## src/rtl/cpu_ctrl.sv

```systemverilog
// Instruction register and multi-cycle sequencer for a small load/store datapath.
// Control outputs are registered Moore outputs, computed from the next state.
module cpu_ctrl (
  input  logic        clk,
  input  logic        reset_n,
  input  logic [15:0] in,
  input  logic        load,
  input  logic        s,
  output logic        w,
  output logic [2:0]  readnum,
  output logic [2:0]  writenum,
  output logic        write,
  output logic [1:0]  vsel,
  output logic        loada,
  output logic        loadb,
  output logic        asel,
  output logic        bsel,
  output logic        loadc,
  output logic        loads,
  output logic [1:0]  shift,
  output logic [1:0]  ALUop,
  output logic [15:0] sximm5,
  output logic [15:0] sximm8
);

  typedef enum logic [2:0] {
    S_WAIT, S_DECODE, S_GET_A, S_GET_B, S_EXEC, S_WRITE_RD, S_WRITE_IMM
  } state_t;

  state_t      state_q, state_d;
  logic [15:0] ir_q, ir_d;

  logic       w_q, w_d;
  logic [2:0] readnum_q, readnum_d;
  logic [2:0] writenum_q, writenum_d;
  logic       write_q, write_d;
  logic [1:0] vsel_q, vsel_d;
  logic       loada_q, loada_d;
  logic       loadb_q, loadb_d;
  logic       asel_q, asel_d;
  logic       loadc_q, loadc_d;
  logic       loads_q, loads_d;
  logic [1:0] shift_q, shift_d;
  logic [1:0] aluop_q, aluop_d;

  logic [2:0] opcode;
  logic [1:0] op;
  logic [2:0] rn, rd, rm;
  logic [1:0] sh;
  logic       is_mov_imm, is_mov_reg, is_alu, is_cmp;

  assign opcode = ir_q[15:13];
  assign op     = ir_q[12:11];
  assign rn     = ir_q[10:8];
  assign rd     = ir_q[7:5];
  assign sh     = ir_q[4:3];
  assign rm     = ir_q[2:0];

  assign is_mov_imm = (opcode == 3'b110) && (op == 2'b10);
  assign is_mov_reg = (opcode == 3'b110) && (op == 2'b00);
  assign is_alu     = (opcode == 3'b101);
  assign is_cmp     = is_alu && (op == 2'b01);

  assign sximm5 = {{11{ir_q[4]}}, ir_q[4:0]};
  assign sximm8 = {{8{ir_q[7]}}, ir_q[7:0]};

  // IR only changes in WAIT, so outputs for every later state can use ir_q.
  always_comb begin
    ir_d    = ir_q;
    state_d = state_q;
    case (state_q)
      S_WAIT: begin
        if (load) ir_d = in;
        if (s) state_d = S_DECODE;
      end
      S_DECODE: begin
        if (is_mov_imm)      state_d = S_WRITE_IMM;
        else if (is_mov_reg) state_d = S_GET_B;
        else if (is_alu)     state_d = S_GET_A;
        else                 state_d = S_WAIT;
      end
      S_GET_A:     state_d = S_GET_B;
      S_GET_B:     state_d = S_EXEC;
      S_EXEC:      state_d = is_cmp ? S_WAIT : S_WRITE_RD;
      S_WRITE_RD:  state_d = S_WAIT;
      S_WRITE_IMM: state_d = S_WAIT;
      default:     state_d = S_WAIT;
    endcase

    w_d        = 1'b0;
    readnum_d  = 3'd0;
    writenum_d = 3'd0;
    write_d    = 1'b0;
    vsel_d     = 2'b00;
    loada_d    = 1'b0;
    loadb_d    = 1'b0;
    asel_d     = 1'b0;
    loadc_d    = 1'b0;
    loads_d    = 1'b0;
    shift_d    = 2'b00;
    aluop_d    = 2'b00;
    case (state_d)
      S_WAIT:  w_d = 1'b1;
      S_GET_A: begin
        readnum_d = rn;
        loada_d   = 1'b1;
      end
      S_GET_B: begin
        readnum_d = rm;
        loadb_d   = 1'b1;
      end
      S_EXEC: begin
        shift_d = sh;
        asel_d  = is_mov_reg;
        aluop_d = is_alu ? op : 2'b00;
        loads_d = is_cmp;
        loadc_d = !is_cmp;
      end
      S_WRITE_RD: begin
        writenum_d = rd;
        write_d    = 1'b1;
      end
      S_WRITE_IMM: begin
        writenum_d = rn;
        vsel_d     = 2'b10;
        write_d    = 1'b1;
      end
      default: ;
    endcase
  end

  always_ff @(posedge clk or negedge reset_n) begin
    if (!reset_n) begin
      state_q    <= S_WAIT;
      ir_q       <= 16'h0000;
      w_q        <= 1'b1;
      readnum_q  <= 3'd0;
      writenum_q <= 3'd0;
      write_q    <= 1'b0;
      vsel_q     <= 2'b00;
      loada_q    <= 1'b0;
      loadb_q    <= 1'b0;
      asel_q     <= 1'b0;
      loadc_q    <= 1'b0;
      loads_q    <= 1'b0;
      shift_q    <= 2'b00;
      aluop_q    <= 2'b00;
    end else begin
      state_q    <= state_d;
      ir_q       <= ir_d;
      w_q        <= w_d;
      readnum_q  <= readnum_d;
      writenum_q <= writenum_d;
      write_q    <= write_d;
      vsel_q     <= vsel_d;
      loada_q    <= loada_d;
      loadb_q    <= loadb_d;
      asel_q     <= asel_d;
      loadc_q    <= loadc_d;
      loads_q    <= loads_d;
      shift_q    <= shift_d;
      aluop_q    <= aluop_d;
    end
  end

  assign w        = w_q;
  assign readnum  = readnum_q;
  assign writenum = writenum_q;
  assign write    = write_q;
  assign vsel     = vsel_q;
  assign loada    = loada_q;
  assign loadb    = loadb_q;
  assign asel     = asel_q;
  assign bsel     = 1'b0;
  assign loadc    = loadc_q;
  assign loads    = loads_q;
  assign shift    = shift_q;
  assign ALUop    = aluop_q;

endmodule
```

## config.mk

```make
export PLATFORM = sky130hd
export DESIGN_NAME = cpu_ctrl
export DESIGN_NICKNAME = d
export VERILOG_FILES = /design/src/rtl/cpu_ctrl.sv
export SDC_FILE = /design/constraint.sdc
export NUM_CORES = 1
export LEC_CHECK = 0
export ABC_AREA = 1
export CAP_MARGIN = 10
export CORE_UTILIZATION = 37
export DETAILED_ROUTE_END_ITERATION = 7
export GPL_ROUTABILITY_DRIVEN = 0
export PLACE_DENSITY = 0.71
export SETUP_SLACK_MARGIN = 0.5
export SYNTH_ARGS = -nofsm -noshare
export SYNTH_HDL_FRONTEND = slang
export SYNTH_SLANG_ARGS = --single-unit
export TNS_END_PERCENT = 10
```

## constraint.sdc

```tcl
create_clock -name clk -period 1.28 [get_ports clk]
set_input_delay 0.32 -clock clk [delete_from_list [all_inputs] [get_ports clk]]
set_output_delay 0.32 -clock clk [all_outputs]
set_load 0.05 [all_outputs]
```

==> results of run 1 <==
==> per-stage QoR <==
step | utilization (%) | std cells
2_1_floorplan | - | 171
6_report | 72.9 | 283
3_5_place_dp | 64.2 | 265
4_1_cts | 69.0 | 274
5_1_grt | 72.9 | 283
3_3_place_gp | 64.2 | 265
==> registers in the layout (all words and copies together) (netlist names) <==
register,count
loadc,1
w,1
ALUop,2
shift,2
loads,1
write,1
state_q,3
readnum,3
vsel,1
writenum,3
asel,1
ir_q,16
loadb,1
loada,1
==> tightest hold or removal path, cell delays in order <==
cell,delay [ns]
dlymetal6s4s_1,0.15
buf_2,0.12
buf_12,0.21
==> kinds of logic (layout without fill, tap and decap cells) <==
logic type             Yosys count  count (layout)  synth area share [%]
AO/OA/AOI/OAI                    9               9                  2.76
buffers and inverters           50             110                  18.8
flip-flops                      37              37                  53.8
multiplexers                     9               9                  5.88
other                            1               2                 0.218
AND/OR/NAND/NOR                 64              64                  18.5
==> layout make-up <==
type / instances / area, sq um
timing repair buffer: 88 / 1400
clock inverter: 3 / 65.1
tap: 52 / 65.1
multi-input combinational: 84 / 621
fill: 278 / 1190
inverter: 14 / 62.6
sequential: 37 / 938
clock buffer: 5 / 68.8
==> repair_timing <==
| action | 4_1_cts | 5_1_grt |
|---|---|---|
| pin swaps | 11 | 14 |
| hold buffers | 1 | 0 |
| setup buffers | 0 | 9 |
| hold endpoints to repair | 36 | 0 |
| endpoints found under the setup margin | 87 | 88 |
| gates resized for setup | 20 | 36 |
| gates cloned | 0 | 0 |
==> per-layer routing <==
metal / GRT usage [%] / vias to the layer above / routed length, microns
met5: 0 / - / 0
met4: 8.67 / 0 / 96
met3: 4.18 / 11 / 206
met2: 29.1 / 53 / 2530
met1: 17.3 / 653 / 1560
li1: - / 619 / -
==> final timing paths <==
path	from	end	slack [ns]
setup / recovery	ir_q[4]	sximm5[7]	-0.12
hold / removal	reset_n	write	0.13
setup reg to reg	state_q[1]	readnum[2]	-0.07
hold reg to reg	ir_q[10]	writenum[2]	0.54
max in group asynchronous	reset_n	w	0.90
min in group clk	ir_q[10]	writenum[2]	0.54
==> cell usage after synthesis (all sizes together) <==
cell / count
nand2: 24
a21oi: 8
nand4: 1
nor3: 8
dfstp: 1
inv: 14
mux2: 9
dfrtp: 36
nand3: 11
buf: 36
o211ai: 1
nor2: 20
conb: 1
==> flow_summary_export.csv, run 1 <==
group,metric,value,unit
floorplan,initial_utilization,39.0,%
floorplan,fp.dieW,70.2,microns
placement,dp_slack,-0.236,ns
yosys,avgSynthCellArea,10.1,sq um
final_layout,design_area,3220,sq um
clocking,cts.htree.levels,2,
critical_path,reg2regPathDepth,5,
routing,drtIter0Drc,67,
clocking,cts_num_sinks,37,
clocking,cts_tree,"built",
sta,finalMaxSlewViolations,0,
placement,io_buffers,69,
sta,finalSetupTns,-2.42,ns
grt,grt_max_degree,38,
critical_path,worstSetupStartpointType,"register",
floorplan,die_h,70.2,microns
critical_path,crit_top_cell,"buf_12",
sta,fmax,0.714,GHz
critical_path,max_stage_delay,0.40,ns
yosys,yosysUniqueCellTypes,21,
yosys,synth_warnings,0,
yosys,synthCells,170,
placement,hpwl,2.68,mm
grt,grt_overflow,0,
routing,drc,0,
floorplan,fp-row-count,24,
floorplan,dieArea,4930,sq um
critical_path,crit_fanout,13,
floorplan,ios,72,
sta,setup_ws,-0.121,ns
yosys,synth_top_cell_by_area,"dfrtp_1",
hold_path,holdCritPathClass,"in2async",
critical_path,arrival,1.08,ns
sta,rsz0062_at_grt,"yes",
critical_path,worstPathRequired,0.96,ns
final_layout,drive_gt1_share,59.7,%
yosys,syn_area,1720,sq um
critical_path,critPathCaptureType,"primary output",
clocking,numCtsBuffers,5,
routing,vias_per_cell,4.72,
routing,routed_wl,4.39,mm
floorplan,core_area,4410,sq um
routing,wl_per_cell,15.5,microns
final_layout,final_cell_mix,"buf_12, dfrtp_1, clkdlybuf4s50_1",
final_layout,final_common_cell,"buf_12",
yosys,synth_seq_cells,37,
routing,first_pass_iters,6,
yosys,ys_seq_area_share,53.8,%
yosys,synth_top_area_share,52.3,%
critical_path,path_delay_family,"flip-flops",
sta,fin_crit_sh,109,%
routing,antenna_left,0,
final_layout,area_growth,86.9,%
outcome,status,"finished, violations left",
placement,placed_cell_area,2830,sq um
critical_path,crit_type,"reg2out",
critical_path,slowest_stage,"dfrtp_1",
yosys,synth_area_leaders,"dfrtp_1, buf_4, mux2_2",
final_layout,nets,250,
grt,antenna_found_initial,0,
clocking,cts-root-buf,"clkbuf_8",
critical_path,cp.depth,2,
sta,min_period,1.40,ns
clocking,clock_path_buffers,2,
sta,setup_violations,38,
sta,hold_ws,0.133,ns
sta,finalClockSkew,0.0121,ns
outcome,violations,"setup timing",
final_layout,antenna_cells,0,
critical_path,crit_chain,"buf_12 > buf_12",
critical_path,critPathBufInv,2,
clocking,clkTransAtPathRegs,0.08,ns
clocking,clock_latency,0.31,ns
sta,final_hold_viol_count,0,
grt,grt_pass1_vias,1281,
routing,num_vias,1336,
grt,track_usage,16.2,%
grt,grt_pass1_wl,6.04,mm
run,drv_cap,0,
Power of run 1 is left out: the tool's default activity adds up to more than one toggle a clock period on the data nets, which glitch-free logic cannot reach.
==> run 2: changes to the inputs <==
--- a/config.mk
+++ b/config.mk
@@ -7,7 +7,9 @@
 export LEC_CHECK = 0
 export ABC_AREA = 1
 export CAP_MARGIN = 10
+export CORE_ASPECT_RATIO = 1.1
 export CORE_UTILIZATION = 37
+export CTS_CLUSTER_DIAMETER = 50
 export DETAILED_ROUTE_END_ITERATION = 7
 export GPL_ROUTABILITY_DRIVEN = 0
 export PLACE_DENSITY = 0.71
==> run 2 against run 1 <==
Net effect:
- the run ends with hold timing, setup timing left
- worst hold slack got worse by 0.22 ns
- clock-buffer cell count is 1 higher
- cell area down 3.3%
- via count shrank 3.0%
- worst setup slack improved by 0.051 ns
- final cell count up 0.35%
- register-to-register slack hardly changed
- sequential cell count unchanged
- routed wire length is 9.8% lower
- fmax rose by 3.7%
- die area hardly changed
- first-iteration DRC count stayed put
- critical path type unchanged
- critical endpoint unchanged
==> flow_summary_export.csv, run 2 (same netlist as run 1, synthesis figures left out) <==
group,metric,value,unit
outcome,status,"finished, violations left",
outcome,violations,"hold timing, setup timing",
routing,num_vias,1296,
final_layout,final_common_cell,"buf_12",
floorplan,ios,72,
critical_path,reg2regPathDepth,5,
sta,fin_crit_sh,105,%
floorplan,core_area,4380,sq um
floorplan,die_h,73.6,microns
floorplan,initial_utilization,39.3,%
grt,grt_pass1_vias,1275,
critical_path,crit_fanout,14,
placement,hpwl,2.80,mm
final_layout,drive_gt1_share,52.2,%
final_layout,largest_reg_flops,16,
sta,finalClockSkew,0.00670,ns
critical_path,reg2reg_slack,-0.06,ns
clocking,cts-root-buf,"clkbuf_8",
critical_path,max_stage_delay,0.38,ns
final_layout,final_cell_mix,"buf_12, dfrtp_1, nand2_1",
routing,first_pass_iters,4,
hold_path,holdCritPathClass,"in2async",
placement,io_buffers,69,
clocking,cts.htree.levels,2,
clocking,numCtsBuffers,5,
critical_path,slowest_stage,"dfrtp_1",
clocking,clock_path_buffers,2,
clocking,cts_tree,"built",
routing,wl_per_cell,13.9,microns
routing,drtIter0Drc,67,
floorplan,fp.dieW,67.1,microns
routing,drc,0,
critical_path,crit_top_cell,"buf_12",
final_layout,antenna_cells,0,
critical_path,crit_type,"reg2out",
final_layout,regMostFlops,"ir_q",
placement,dp_slack,-0.335,ns
grt,grt_overflow,0,
grt,grt_max_degree,15,
critical_path,worstSetupStartpointType,"register",
routing,vias_per_cell,4.56,
floorplan,dieArea,4930,sq um
critical_path,critPathCaptureType,"primary output",
clocking,clkTransAtPathRegs,0.07,ns
clocking,cts_num_sinks,37,
critical_path,worstPathRequired,0.96,ns
sta,min_period,1.35,ns
sta,final_hold_viol_count,11,
routing,antenna_left,0,
final_layout,utilization,71.1,%
sta,finalMaxSlewViolations,0,
sta,finalSetupTns,-1.68,ns
floorplan,fp-row-count,25,
final_layout,area_growth,80.7,%
final_layout,nets,249,
sta,setup_violations,28,
critical_path,arrival,1.03,ns
grt,track_usage,16.6,%
sta,rsz0062_at_grt,"yes",
grt,antenna_found_initial,0,
sta,fmax,0.741,GHz
sta,setup_ws,-0.0704,ns
sta,hold_ws,-0.0832,ns
run,drv_cap,0,
grt,grt_pass1_wl,5.89,mm
clocking,clock_latency,0.29,ns
routing,routed_wl,3.95,mm
critical_path,crit_chain,"buf_12 > buf_12",
==> run 2: worst paths after layout <==
kind / startpoint / end
min in group clk: ir_q[8] / writenum[0]
max reg2reg: state_q[1] / readnum[2]
max: ir_q[4] / sximm5[7]
max in group asynchronous: reset_n / ir_q[3]
min: reset_n / ir_q[2]
min reg2reg: ir_q[8] / writenum[0]
==> run 2: stage by stage <==
step	instance area, sq um	hold slack [ns]	cells
floorplan	1740	0.0244	171
detailed placement	2820	0.229	268
finish	3110	-0.0832	284
CTS	2960	-0.0890	277
global route	3110	-0.0772	284
global placement	2820	0.218	268
==> run 2: final cells by class <==
type,count,area [sq um]
Timing Repair Buffer,87,1370
Fill cell,291,1270
Sequential cell,37,936
Multi-Input combinational cell,84,576
Clock buffer,6,72.6
Tap cell,54,67.6
Inverter,14,60.1
Clock inverter,2,35.0
==> run 2: worst max-delay path: cells and delay by family, from the launching register on <==
family | cells | cell delay [ns]
buf+inv | 2 | 0.37
flops | 1 | 0.38
==> run 2: what timing repair did <==
action,in CTS,in global routing
pin swaps,3,9
resized for setup,8,23
hold endpoints to repair,11,11
setup endpoints to repair,87,87
buffers inserted,1,7
==> run 2: layer usage <==
layer | part of all wire [%] | global-route usage, % | wire length (microns)
met1 | 39 | 18.4 | 1530
met2 | 54 | 29.0 | 2130
met3 | 6.3 | 6.06 | 250
met4 | 1.1 | 5.44 | 43
met5 | 0 | 0 | 0
Power of run 2 is left out for the same reason.
